File: src/rtl/uart_pkg.sv
// Shared UART definitions: TX state encoding and line levels.
// Used by the transmitter, the future receiver and the UART agent.
package uart_pkg;

    localparam int UART_DATA_BITS = 8;

    localparam logic IDLE_LEVEL  = 1'b1;
    localparam logic STOP_LEVEL  = 1'b1;
    localparam logic START_LEVEL = 1'b0;

    typedef enum logic [2:0] {
        IDLE,
        START,
        DATA,
        PARITY,
        STOP
    } uart_tx_state_e;

endpackage

File: src/rtl/uart_tx_baud_cnt.sv
// Loadable bit-period down-counter; bit_done while the count is zero.
// Also intended for receiver oversampling.
module uart_tx_baud_cnt #(
    parameter int DIV_W = 16
) (
    input  logic             clk,
    input  logic             rstn,
    input  logic             load,
    input  logic [DIV_W-1:0] div,
    output logic             bit_done
);

    logic [DIV_W-1:0] cnt_q;

    always_ff @(posedge clk or negedge rstn) begin
        if (!rstn) begin
            cnt_q <= '0;
        end else if (load) begin
            cnt_q <= div;
        end else if (cnt_q != '0) begin
            cnt_q <= cnt_q - DIV_W'(1);
        end
    end

    assign bit_done = (cnt_q == '0);

endmodule

File: src/rtl/uart_tx.sv
// UART transmitter with one-entry holding register, runtime divisor,
// optional parity and 1/2 stop bits. utxd is registered.
module uart_tx
    import uart_pkg::*;
#(
    parameter int DATA_BITS = UART_DATA_BITS,
    parameter int DIV_W     = 16
) (
    input  logic                 clk,
    input  logic                 rstn,
    input  logic [DATA_BITS-1:0] tx_data,
    input  logic                 tx_valid,
    output logic                 tx_ready,
    input  logic [DIV_W-1:0]     baud_div,
    input  logic                 par_en,
    input  logic                 par_odd,
    input  logic                 stop2,
    output logic                 utxd,
    output logic                 tx_busy
);

    localparam int IDX_W = (DATA_BITS > 1) ? $clog2(DATA_BITS) : 1;
    localparam logic [IDX_W-1:0] LAST_IDX = IDX_W'(DATA_BITS - 1);

    uart_tx_state_e state_q, state_d;

    logic [DATA_BITS-1:0] shift_q, shift_d;
    logic [IDX_W-1:0]     idx_q, idx_d;
    logic                 stop_q, stop_d;
    logic                 par_q, par_d;
    logic                 utxd_q, utxd_d;

    logic [DATA_BITS-1:0] hold_q;
    logic                 hold_vld_q;

    logic [DIV_W-1:0]     div_q;
    logic                 pe_q, po_q, s2_q;

    logic                 start_frame;
    logic                 cnt_load;
    logic [DIV_W-1:0]     cnt_div;
    logic                 bit_done;

    always_comb begin
        state_d     = state_q;
        shift_d     = shift_q;
        idx_d       = idx_q;
        stop_d      = stop_q;
        par_d       = par_q;
        start_frame = 1'b0;

        unique case (state_q)
            IDLE: begin
                if (hold_vld_q) start_frame = 1'b1;
            end
            START: begin
                if (bit_done) state_d = DATA;
            end
            DATA: begin
                if (bit_done) begin
                    par_d   = par_q ^ shift_q[0];
                    shift_d = shift_q >> 1;
                    idx_d   = idx_q + IDX_W'(1);
                    if (idx_q == LAST_IDX) begin
                        state_d = pe_q ? PARITY : STOP;
                    end
                end
            end
            PARITY: begin
                if (bit_done) state_d = STOP;
            end
            STOP: begin
                if (bit_done) begin
                    if (s2_q && !stop_q) begin
                        stop_d = 1'b1;
                    end else if (hold_vld_q) begin
                        start_frame = 1'b1;
                    end else begin
                        state_d = IDLE;
                    end
                end
            end
            default: state_d = IDLE;
        endcase

        if (start_frame) begin
            state_d = START;
            shift_d = hold_q;
            idx_d   = '0;
            stop_d  = 1'b0;
            par_d   = 1'b0;
        end

        // Line level follows the state being entered, so utxd stays registered.
        unique case (state_d)
            IDLE:    utxd_d = IDLE_LEVEL;
            START:   utxd_d = START_LEVEL;
            DATA:    utxd_d = shift_d[0];
            PARITY:  utxd_d = par_d ^ po_q;
            STOP:    utxd_d = STOP_LEVEL;
            default: utxd_d = IDLE_LEVEL;
        endcase
    end

    assign cnt_load = start_frame
                    || (bit_done && state_q != IDLE && state_d != IDLE);
    assign cnt_div  = start_frame ? baud_div : div_q;

    uart_tx_baud_cnt #(
        .DIV_W(DIV_W)
    ) u_baud (
        .clk     (clk),
        .rstn    (rstn),
        .load    (cnt_load),
        .div     (cnt_div),
        .bit_done(bit_done)
    );

    always_ff @(posedge clk or negedge rstn) begin
        if (!rstn) begin
            state_q <= IDLE;
            shift_q <= '0;
            idx_q   <= '0;
            stop_q  <= 1'b0;
            par_q   <= 1'b0;
            utxd_q  <= IDLE_LEVEL;
        end else begin
            state_q <= state_d;
            shift_q <= shift_d;
            idx_q   <= idx_d;
            stop_q  <= stop_d;
            par_q   <= par_d;
            utxd_q  <= utxd_d;
        end
    end

    always_ff @(posedge clk or negedge rstn) begin
        if (!rstn) begin
            div_q <= '0;
            pe_q  <= 1'b0;
            po_q  <= 1'b0;
            s2_q  <= 1'b0;
        end else if (start_frame) begin
            div_q <= baud_div;
            pe_q  <= par_en;
            po_q  <= par_odd;
            s2_q  <= stop2;
        end
    end

    // A drain needs hold_vld_q set, which blocks an accept the same edge.
    always_ff @(posedge clk or negedge rstn) begin
        if (!rstn) begin
            hold_vld_q <= 1'b0;
            hold_q     <= '0;
        end else if (start_frame) begin
            hold_vld_q <= 1'b0;
        end else if (tx_valid && !hold_vld_q) begin
            hold_vld_q <= 1'b1;
            hold_q     <= tx_data;
        end
    end

    assign tx_ready = !hold_vld_q;
    assign tx_busy  = (state_q != IDLE) || hold_vld_q;
    assign utxd     = utxd_q;

endmodule

File: config.mk
export PLATFORM = sky130hd
export DESIGN_NAME = uart_tx
export DESIGN_NICKNAME = d
export VERILOG_FILES = /design/src/rtl/uart_pkg.sv /design/src/rtl/uart_tx_baud_cnt.sv /design/src/rtl/uart_tx.sv
export SDC_FILE = /design/constraint.sdc
export NUM_CORES = 1
export LEC_CHECK = 0
export ABC_CLOCK_PERIOD_IN_PS = 2600
export CAP_MARGIN = 30
export CORE_MARGIN = 2
export CORE_UTILIZATION = 30
export CTS_BUF_LIST = sky130_fd_sc_hd__clkbuf_4
export DETAILED_ROUTE_END_ITERATION = 8
export DONT_BUFFER_PORTS = 1
export PLACE_DENSITY = 0.44
export SKIP_LAST_GASP = 1
export SLEW_MARGIN = 20
export SYNTH_ARGS = -nofsm -noshare
export SYNTH_HDL_FRONTEND = slang
export SYNTH_SLANG_ARGS = --single-unit
File: constraint.sdc
create_clock -name clk -period 2.6 [get_ports clk]
set_input_delay 0.26 -clock clk [delete_from_list [all_inputs] [get_ports clk]]
set_output_delay 0.26 -clock clk [all_outputs]
set_load 0.03 [all_outputs]
==> impl_metrics.csv, run 1 <==
group,metric,value,unit
global_routing,antenna_found_initial,0,
cts,cts-root-buf,"clkbuf_4",
worst_setup_path,crit_fanout,8,
cells_and_area,fin_area,0.00362,mm²
detailed_routing,wire_per_inst,14.5,µm
cells_and_area,fill_cells,999,
place,port_buffers,0,
global_routing,grt_max_degree,62,
sta,fin_ws,182,ps
global_routing,grt_pass1_wl,10.8,mm
place,place_hpwl,4.24,mm
yosys,ys_seq_area_frac,0.498,
power_and_ir_drop,power-per-cell-area,798,mW/mm²
cts,path_clk_slew,100,ps
sta,tightest_slew,719,ps
yosys,synth.area.top_cells,"dfrtp_1 (49%), mux2_2 (12%), mux2_4 (4.9%)",
cts,cts_tree,"built",
sta,whs,31.0,ps
sta,clock_skew,20.6,ps
power_and_ir_drop,p_leak,1.61,nW
detailed_routing,firstDrtPassIters,4,
power_and_ir_drop,power_report.internal_total,1.94,mW
die,io_pins,33,
detailed_routing,drc,0,
yosys,synth_flop_cell,"dfrtp_1",
cts,cts_buffers,9,
worst_setup_path,startpoint,"u_baud.cnt_q[0]",
cts,clock_sinks,61,
cells_and_area,utilization,0.367,
hold_path,hold_class,"input pin to flip-flop",
yosys,synth_cells,264,
yosys,synthAdderAreaFrac,0.0163,
detailed_routing,drtIter0Drc,47,
yosys,synthDominantCellAreaShare,0.490,
yosys,synth_compound_area_frac,0.0759,
detailed_routing,vias_per_cell,4.74,
sta,max_freq,0.414,GHz
yosys,synth-edff-count,0,
worst_setup_path,critical_path_arrival,2690,ps
yosys,ys_types,46,
yosys,synth.most_common_cell,"dfrtp_1",
sta,setup_violations,0,
worst_setup_path,start_kind,"flip-flop",
yosys,synth_top_family_by_area,"multiplexers",
yosys,synthArstFlopShare,1.00,
power_and_ir_drop,switching_share,0.330,
sta,finalCritPeriodShare,0.930,
global_routing,grt_pass1_vias,2170,
worst_setup_path,critical_path.endpoint,"u_baud.cnt_q[15]",
yosys,syn_avg_cell_area,11.6,µm²
outcome,status,"completed",
sta,finalHoldViolations,0,
sta,drv_slew,0,
die,start_util,0.311,
yosys,synthMuxAreaShare,0.180,
die,row_count,36,
yosys,ys_warn_count,0,
place,gp_congestion,0.838,
cells_and_area,syn2layout_area_growth,18.2,%
die,die_width,105,µm
sta,maxSlewHeadroom,0.520,
yosys,synth-simple-area-share,0.151,
detailed_routing,ant_nets,0,
cells_and_area,n_antenna_cell,0,
power_and_ir_drop,pwr-share-comb,0.288,
power_and_ir_drop,p_clk_frac,0.180,
detailed_routing,routed_wl,6.28,mm
global_routing,grt_overflow_total,0,
power_and_ir_drop,finalPower,2.89,mW
yosys,synthTopCellsByCount,"dfrtp_1 (60), mux2_2 (32), nor2_1 (26)",
worst_setup_path,worst-r2r-cell-count,9,
worst_setup_path,endpoint_kind,"flip-flop",
yosys,synth_top_cell_by_area,"dfrtp_1",
power_and_ir_drop,ir_worst_vdd,248,µV
global_routing,grt_use_total,0.124,
cells_and_area,drive_above_1_share,0.249,
sta,fin_crit,2420,ps
power_and_ir_drop,switchingPower,953,µW
cells_and_area,nNetsFinal,331,
die,die_h,105,µm
die,fp.coreArea,0.00986,mm²
yosys,synth_nets,298,
cts,htree_num_levels,3,
cts,worstSkewPairLatency,400,ps
yosys,synth-seq-cells,61,
worst_setup_path,r2r-start,"u_baud.cnt_q[0]",
flow_run,max_cap_violations,0,
cts,cts_buffer_depth,2,
place,place_area,0.00324,mm²
yosys,synth-xor-area-share,0.0400,
worst_setup_path,r2r_setup_slack,180,ps
power_and_ir_drop,power_frac_seq,0.531,
worst_setup_path,worst-setup-path-type,"flip-flop to flip-flop",
place,preCtsSetupSlack,188,ps
detailed_routing,num_vias,2057,
yosys,syn-cell-area,0.00307,mm²
worst_setup_path,cp.required,2880,ps
die,die-area,0.0110,mm²
worst_setup_path,r2r-end,"u_baud.cnt_q[15]",
[cells by family after synthesis]
| family | Yosys count |
|---|---|
| adder cells (fa/ha/maj) | 4 |
| flip-flops | 61 |
| buffers and inverters | 19 |
| AND/OR/NAND/NOR | 87 |
| XOR/XNOR | 14 |
| AO/OA/AOI/OAI | 33 |
| multiplexers | 46 |
[sequential cells by signal (all words and copies together) (netlist names)]
signal	count
div_q	16
u_baud.cnt_q	16
hold_q	8
shift_q	8
idx_q	3
state_q	3
hold_vld_q	1
par_q	1
pe_q	1
po_q	1
s2_q	1
stop_q	1
utxd	1
[layer usage]
metal  GRT usage  vias up  wire, µm
met5           0        -         0
met4      0.0676        0       149
met3      0.0299       15       228
met2       0.186       35      2810
met1       0.165     1006      3090
li1            -     1001         -
[cell type report]
| class | count | area (µm²) | share of cell area |
|---|---|---|---|
| clock inverters | 6 | 31.3 | 0.00864 |
| repair buffers | 36 | 392 | 0.108 |
| clock buffers | 9 | 67.6 | 0.0187 |
| flip-flops and latches | 61 | 1530 | 0.422 |
| well taps | 133 | 166 | 0.0459 |
| inverters | 5 | 18.8 | 0.00518 |
| multi-input cells | 184 | 1420 | 0.392 |
[critical path, stage by stage (launching register included)]
cell and delay [ps]:
dfrtp_1 430, inv_1 100, ha_1 150, nor4b_4 260, nand4_1 190, o21ai_2 180, and2b_2 210, buf_6 160
mux2_2 350, mux2_2 260
[stage by stage]
| step | instances | TNS [ps] |
|---|---|---|
| global route | 434 | -4.11 |
| detailed placement | 394 | 0 |
| global placement | 394 | 0 |
| floorplan | 264 | 0 |
| finish | 434 | 0 |
| CTS | 432 | 0 |
[layout by cell type (no fill, tap or decap), types with 6 or more instances in the layout]
master	count
buf_4	9
dlygate4sd3_1	22
nor2_1	26
nor3_1	7
mux2_2	32
a21oi_1	7
mux2_4	10
a22o_1	7
clkbuf_4	9
nand2_1	22
a21o_1	7
xor2_1	6
xnor2_1	8
dfrtp_1	60
[how the worst min path moves through the flow]
| stage | from | to | slack (ps) | depth (start not counted) |
|---|---|---|---|---|
| after CTS | baud_div[4] | div_q[4] | 0.01 | 1 |
| after floorplan | rstn | div_q[0] | -40 | 0 |
| after global routing | baud_div[4] | div_q[4] | 10 | 1 |
| after global placement | rstn | div_q[9] | -30 | 0 |
| final | baud_div[4] | div_q[4] | 30 | 1 |
| after detailed placement | rstn | div_q[8] | -30 | 0 |
[power by group through the flow]
stage	logic (mW)	registers (mW)	clock network [mW]
3_5_place_dp	0.793	1.56	0
6_report	0.834	1.54	0.521
5_1_grt	0.943	1.58	0.596
3_3_place_gp	0.782	1.55	0
4_1_cts	0.850	1.54	0.557
2_1_floorplan	0.682	1.48	0
[repair_timing]
action / in CTS / in global routing
endpoints found under the hold margin: 82 / 0
buffers inserted: 0 / 1
hold buffers: 23 / 0
resized for setup: 0 / 2
setup endpoints to repair: 0 / 13
(Power assumes the default switching activity.)
==> inputs of run 2 (changes only) <==
ABC_AREA = 1   (was default)
==> run 2 against run 1 <==
  * Fmax grew 4.7%
  * Die area grew 3.8%
  * Worst setup slack gained 110 ps
  * Critical path type unchanged
==> impl_metrics.csv, run 2 <==
group,metric,value,unit
cts,cts_tree,"built",
detailed_routing,ant_nets,0,
die,die_width,107,µm
yosys,synth_flop_cell,"dfrtp_1",
outcome,status,"completed",
sta,finalCritPeriodShare,0.888,
yosys,synth-edff-count,0,
cells_and_area,layout_commonest_cell,"nand2_1",
yosys,synth_top_family_by_area,"simple AND/OR/NAND/NOR gates",
cts,cts_buffers,9,
die,io_pins,33,
cells_and_area,drive_above_1_share,0.197,
detailed_routing,routed_wl,6.90,mm
yosys,synth_top_cell_by_area,"dfrtp_1",
global_routing,grt_pass1_vias,2505,
worst_setup_path,start_kind,"flip-flop",
flow_run,max_cap_violations,0,
place,place_hpwl,4.89,mm
place,place.detailed.instances,503,
sta,tns,0,ps
yosys,ys_warn_count,0,
cells_and_area,layout_common_cells,"nand2_1 (101), dfrtp_1 (60), inv_1 (42)",
global_routing,grt_use_total,0.134,
sta,fin_crit,2310,ps
detailed_routing,vias_per_cell,4.47,
yosys,synthArstFlopShare,1.00,
global_routing,grt_pass1_wl,12.0,mm
yosys,synth-simple-area-share,0.282,
worst_setup_path,worst-setup-path-type,"flip-flop to flip-flop",
detailed_routing,wire_per_inst,12.7,µm
sta,maxSlewHeadroom,0.715,
cts,cts_resized,0,
global_routing,antenna_found_initial,1,
yosys,synthMuxAreaShare,0.0247,
cts,cts_buffer_depth,2,
yosys,synth_compound_area_frac,0.0923,
sta,rsz0062_at_grt,"no",
cts,htree_num_levels,3,
power_and_ir_drop,finalPower,3.46,mW
yosys,synth_cells,372,
sta,max_freq,0.433,GHz
sta,clock_skew,19.9,ps
die,row_count,37,
cts,cts-root-buf,"clkbuf_4",
place,port_buffers,0,
hold_path,hold_class,"input pin to flip-flop",
yosys,ys_seq_area_frac,0.480,
cts,clock_sinks,61,
global_routing,grt-busiest-layer,"met2",
sta,fin_ws,290,ps
yosys,synthDominantCellAreaShare,0.471,
cells_and_area,nNetsFinal,435,
worst_setup_path,critical_path_arrival,2600,ps
yosys,synth.area.top_cells,"dfrtp_1 (47%), nand2_1 (12%), inv_1 (4.9%)",
sta,drv_slew,0,
die,die_h,107,µm
cells_and_area,stdcell_count,543,
detailed_routing,drc,0,
cts,path_clk_slew,120,ps
sta,tightest_slew,427,ps
global_routing,globalRouteMet1Util,0.181,
cts,worstSkewPairLatency,410,ps
global_routing,grt_overflow_total,0,
yosys,ys_types,32,
cells_and_area,largest_registers,"div_q (16), u_baud.cnt_q (16)",
worst_setup_path,endpoint_kind,"flip-flop",
yosys,syn_avg_cell_area,8.56,µm²
die,die-area,0.0115,mm²
power_and_ir_drop,ir_worst_vdd,320,µV
cells_and_area,fill_cells,1080,
worst_setup_path,cp.required,2890,ps
global_routing,grtUsageMet2,0.203,
yosys,synth-seq-cells,61,
detailed_routing,drtIter0Drc,116,
sta,setup_violations,0,
place,gp_congestion,0.826,
yosys,synthAdderAreaFrac,0.0157,
global_routing,use_met3,0.0328,
worst_setup_path,crit_fanout,27,
yosys,synthTopCellsByCount,"nand2_1 (101), dfrtp_1 (60), inv_1 (42)",
sta,finalHoldViolations,0,
yosys,synth_nets,406,
detailed_routing,firstDrtPassIters,4,
power_and_ir_drop,power-per-cell-area,930,mW/mm²
die,start_util,0.309,
global_routing,grt_max_degree,62,
power_and_ir_drop,p_leak,1.77,nW
die,fp.coreArea,0.0103,mm²
yosys,synth.most_common_cell,"nand2_1",
sta,whs,21.0,ps
yosys,syn-cell-area,0.00319,mm²
cells_and_area,syn2layout_area_growth,16.8,%
place,preCtsSetupSlack,264,ps
yosys,synth-xor-area-share,0.0330,
detailed_routing,num_vias,2425,
[run 2: changes by cell type after synthesis, sizes merged, moves of 7 or more]
cell | previous run | this run
nor2 | 26 | 39
a22o | 7 | 0
inv | 5 | 44
nand2 | 22 | 117
o21ai | 6 | 27
nand3 | 5 | 19
or2 | 1 | 8
mux2 | 42 | 7
[run 2: stage by stage]
stage	area (µm²)	utilization
5_1_grt	3720	0.360
4_1_cts	3720	0.360
2_1_floorplan	3190	-
6_report	3720	0.360
3_3_place_gp	3330	0.322
3_5_place_dp	3330	0.322
[run 2: worst paths after layout]
kind	to	cells past startpoint	slack (ps)	start
worst max-delay path	u_baud.cnt_q[2]	13	290	u_baud.cnt_q[0]
worst min-delay path	div_q[10]	2	20	baud_div[10]
worst max register to register	u_baud.cnt_q[2]	13	290	u_baud.cnt_q[0]
worst min register to register	pe_q	2	490	pe_q
max in group asynchronous	utxd	2	1910	rstn
min in group asynchronous	div_q[9]	2	360	rstn
[run 2: worst max-delay path: stages, from the launching register on]
cell and delay (ps):
dfrtp_1 370, inv_1 130, ha_1 210, nand2_2 90, nor2_1 110, nand4_1 100, nand2_2 250, inv_2 140
nand2_1 120, nand3_2 100, nand2_4 110, nand2_4 230, nand2_1 170, o21ai_2 60
[run 2: per-layer routing]
layer	routed length, µm	share of wire
met1	3420	0.50
met2	3150	0.46
met3	212	0.031
met4	110	0.016
met5	0	0
[run 2: cells by family (layout without fill, tap and decap cells)]
logic type	after synthesis	after routing
AOI/OAI and AO/OA	41	41
xor gates and xnor gates	12	12
adders and majority gates	4	4
buffers and inverters	54	88
DFF	61	61
muxes	7	7
other	0	1
and+or+nand+nor	193	193
[run 2: power breakdown]
part / internal [mW] / switching (mW) / leakage (nW)
combinational: 0.514 / 0.654 / 0.963
clock: 0.296 / 0.383 / 0.0702
sequential: 1.36 / 0.256 / 0.735
total: 2.17 / 1.29 / 1.77
[run 2: repair_timing]
action                    CTS  global route
hold endpoints to repair   82             0
hold buffers               23             0
setup buffers               0             0
[run 2: final cells by class]
type	instances	area (µm²)	area share
Clock buffer	9	67.6	0.0182
Multi-Input combinational cell	257	1430	0.383
Clock inverter	7	75.1	0.0202
Sequential cell	61	1530	0.411
Timing Repair Buffer	28	285	0.0767
Antenna cell	1	2.50	0.000673
Tap cell	136	170	0.0457
Inverter	44	165	0.0444
==> inputs of run 3 (changes only) <==
SYNTH_HIERARCHICAL = 1   (was default)
==> run 3 against run 2 <==
  * Flip-flop and latch count is the same
  * Core utilization grew 3.8 points
  * Via count grew 8.3%
  * Die area grew 0.68%
  * Non-clock buffer count grew 30
  * Worst setup slack lost 210 ps
  * Count of clock-buffer cells in the layout grew 1
  * Largest cell class unchanged
  * Largest power group unchanged
==> impl_metrics.csv, run 3 <==
group,metric,value,unit
cts,cts_tree,"built",
worst_setup_path,start_kind,"flip-flop",
detailed_routing,drtIter0Drc,112,
detailed_routing,ant_nets,0,
die,fp.coreArea,0.0104,mm²
cts,worstSkewPairLatency,430,ps
cells_and_area,n_antenna_cell,0,
hold_path,hold_class,"input pin to flip-flop",
yosys,synthTopCellsByCount,"nand2_1 (142), dfrtp_1 (60), inv_1 (42)",
cells_and_area,largest_registers,"div_q (16), u_baud/cnt_q (16)",
worst_setup_path,cp.required,2920,ps
die,row_count,37,
cts,cts_buffer_depth,2,
detailed_routing,drc,0,
power_and_ir_drop,finalPower,2.60,mW
power_and_ir_drop,ir_worst_vdd,376,µV
yosys,synth-edff-count,0,
sta,rsz0062_at_grt,"yes",
sta,tns,0,ps
yosys,synth_top_cell_by_area,"dfrtp_1",
place,port_buffers,0,
detailed_routing,firstDrtPassIters,4,
global_routing,grt_use_total,0.141,
yosys,synth_nets,424,
yosys,synth_flop_cell,"dfrtp_1",
cts,cts-root-buf,"clkbuf_4",
flow_run,max_cap_violations,0,
yosys,syn-cell-area,0.00321,mm²
cells_and_area,syn2layout_area_growth,28.6,%
global_routing,antenna_found_initial,0,
sta,fin_ws,78.8,ps
die,die_width,107,µm
sta,setup_violations,0,
power_and_ir_drop,power-per-cell-area,630,mW/mm²
yosys,ys_warn_count,6,
detailed_routing,num_vias,2627,
sta,maxSlewHeadroom,0.692,
sta,fin_crit,2520,ps
worst_setup_path,worst-setup-path-type,"flip-flop to flip-flop",
sta,finalHoldViolations,0,
cts,cts_buffers,9,
sta,tightest_slew,461,ps
die,die_h,107,µm
sta,max_freq,0.397,GHz
place,gp_congestion,0.829,
yosys,synthDominantCellAreaShare,0.468,
yosys,synthArstFlopShare,1.00,
detailed_routing,vias_per_cell,4.44,
yosys,ys_seq_area_frac,0.476,
yosys,synth.most_common_cell,"nand2_1",
die,die-area,0.0115,mm²
sta,drv_slew,0,
cells_and_area,utilization,0.398,
yosys,syn_avg_cell_area,8.20,µm²
sta,finalCritPeriodShare,0.970,
sta,clock_skew,16.3,ps
die,io_pins,33,
yosys,synth.area.top_cells,"dfrtp_1 (47%), nand2_1 (17%), inv_1 (4.9%)",
worst_setup_path,crit_fanout,6,
cells_and_area,fin_area,0.00413,mm²
yosys,synth_cells,391,
cts,htree_num_levels,3,
detailed_routing,wire_per_inst,13.0,µm
worst_setup_path,endpoint_kind,"flip-flop",
cells_and_area,layout_commonest_cell,"nand2_1",
global_routing,grt_pass1_vias,2557,
global_routing,grt_overflow_total,0,
cts,clock_sinks,61,
global_routing,grt_max_degree,62,
worst_setup_path,startpoint,"u_baud/cnt_q[1]",
hold_path,hold_path.startpoint,"tx_valid",
cells_and_area,drive_above_1_share,0.254,
yosys,synth-seq-cells,61,
cells_and_area,nNetsFinal,484,
yosys,ys_types,33,
die,start_util,0.309,
worst_setup_path,r2r-start,"u_baud/cnt_q[1]",
power_and_ir_drop,p_leak,2.07,nW
cts,path_clk_slew,110,ps
place,place_hpwl,5.30,mm
worst_setup_path,critical_path_arrival,2850,ps
cells_and_area,layout_common_cells,"nand2_1 (135), dfrtp_1 (59), inv_1 (36)",
place,place_area,0.00347,mm²
detailed_routing,routed_wl,7.68,mm
outcome,status,"completed",
global_routing,grt_pass1_wl,12.5,mm
place,preCtsSetupSlack,8.41,ps
==> run 3: critical path, cell delays in order, from the launching register on <==
cell and delay [ps]:
dfrtp_1 400, inv_2 80, ha_4 150, nand2_4 50, nor2_4 110, nand3_2 100, nor3_4 240, nand2_1 110
o21ai_1 170, nand3_1 130, nand2_2 110, nand3_2 70, nand2_2 100, nand2_4 80, buf_8 150, buf_8 140
nand2_4 50, inv_2 40, o21bai_4 150
==> run 3: path summary, 6_finish.rpt <==
check                                  end  cells after the start  slack (ps)
max in group asynchronous  u_baud/cnt_q[3]                      2        1940
setup / recovery           u_baud/cnt_q[8]                     18          80
hold / removal                  hold_vld_q                      2         320
min in group asynchronous       shift_q[0]                      2         360
hold reg to reg                   div_q[0]                      2         490
setup reg to reg           u_baud/cnt_q[8]                     18          80
==> run 3: stage by stage <==
step | instances | hold slack, ps
final | 592 | 316
after global routing | 592 | 351
after CTS | 583 | 288
after detailed placement | 538 | -33.3
after global placement | 538 | -34.1
after floorplan | 391 | -35.6
==> run 3: cell type report <==
cell class | count | area (µm²)
Clock buffer | 10 | 75.1
Clock inverter | 6 | 63.8
Fill cell | 1084 | 6240
Inverter | 49 | 191
Multi-Input combinational cell | 272 | 1520
Sequential cell | 61 | 1530
Tap cell | 136 | 170
Timing Repair Buffer | 58 | 579
==> run 3: logic make-up (layout without fill, tap and decap cells) <==
| group | after synthesis | after routing | share of synthesized area |
|---|---|---|---|
| xor+xnor | 5 | 5 | 0.0137 |
| buf+inv | 58 | 123 | 0.0776 |
| simple gates | 228 | 228 | 0.339 |
| compound gates | 30 | 30 | 0.0612 |
| flops | 61 | 61 | 0.476 |
| mux | 6 | 6 | 0.0211 |
| fa+ha+maj | 3 | 3 | 0.0117 |
==> run 3: timing repair <==
action,in CTS,in global routing
gates cloned,0,2
endpoints found under the setup margin,1,17
hold buffers,29,0
pin swaps,0,10
buffers inserted,0,7
endpoints found under the hold margin,88,0
gates resized for setup,1,37
==> run 3: metal layers <==
metal,GRT usage,wire length (µm),vias up
met4,0.0549,117,0
met1,0.191,3830,1222
met3,0.0406,295,10
li1,-,-,1354
met2,0.214,3440,41
met5,0,0,-
==> run 3: power by group <==
group | switching [mW] | internal, mW | leakage, nW
combinational | 0.366 | 0.322 | 1.27
sequential | 0.127 | 1.11 | 0.727
clock | 0.378 | 0.301 | 0.0724
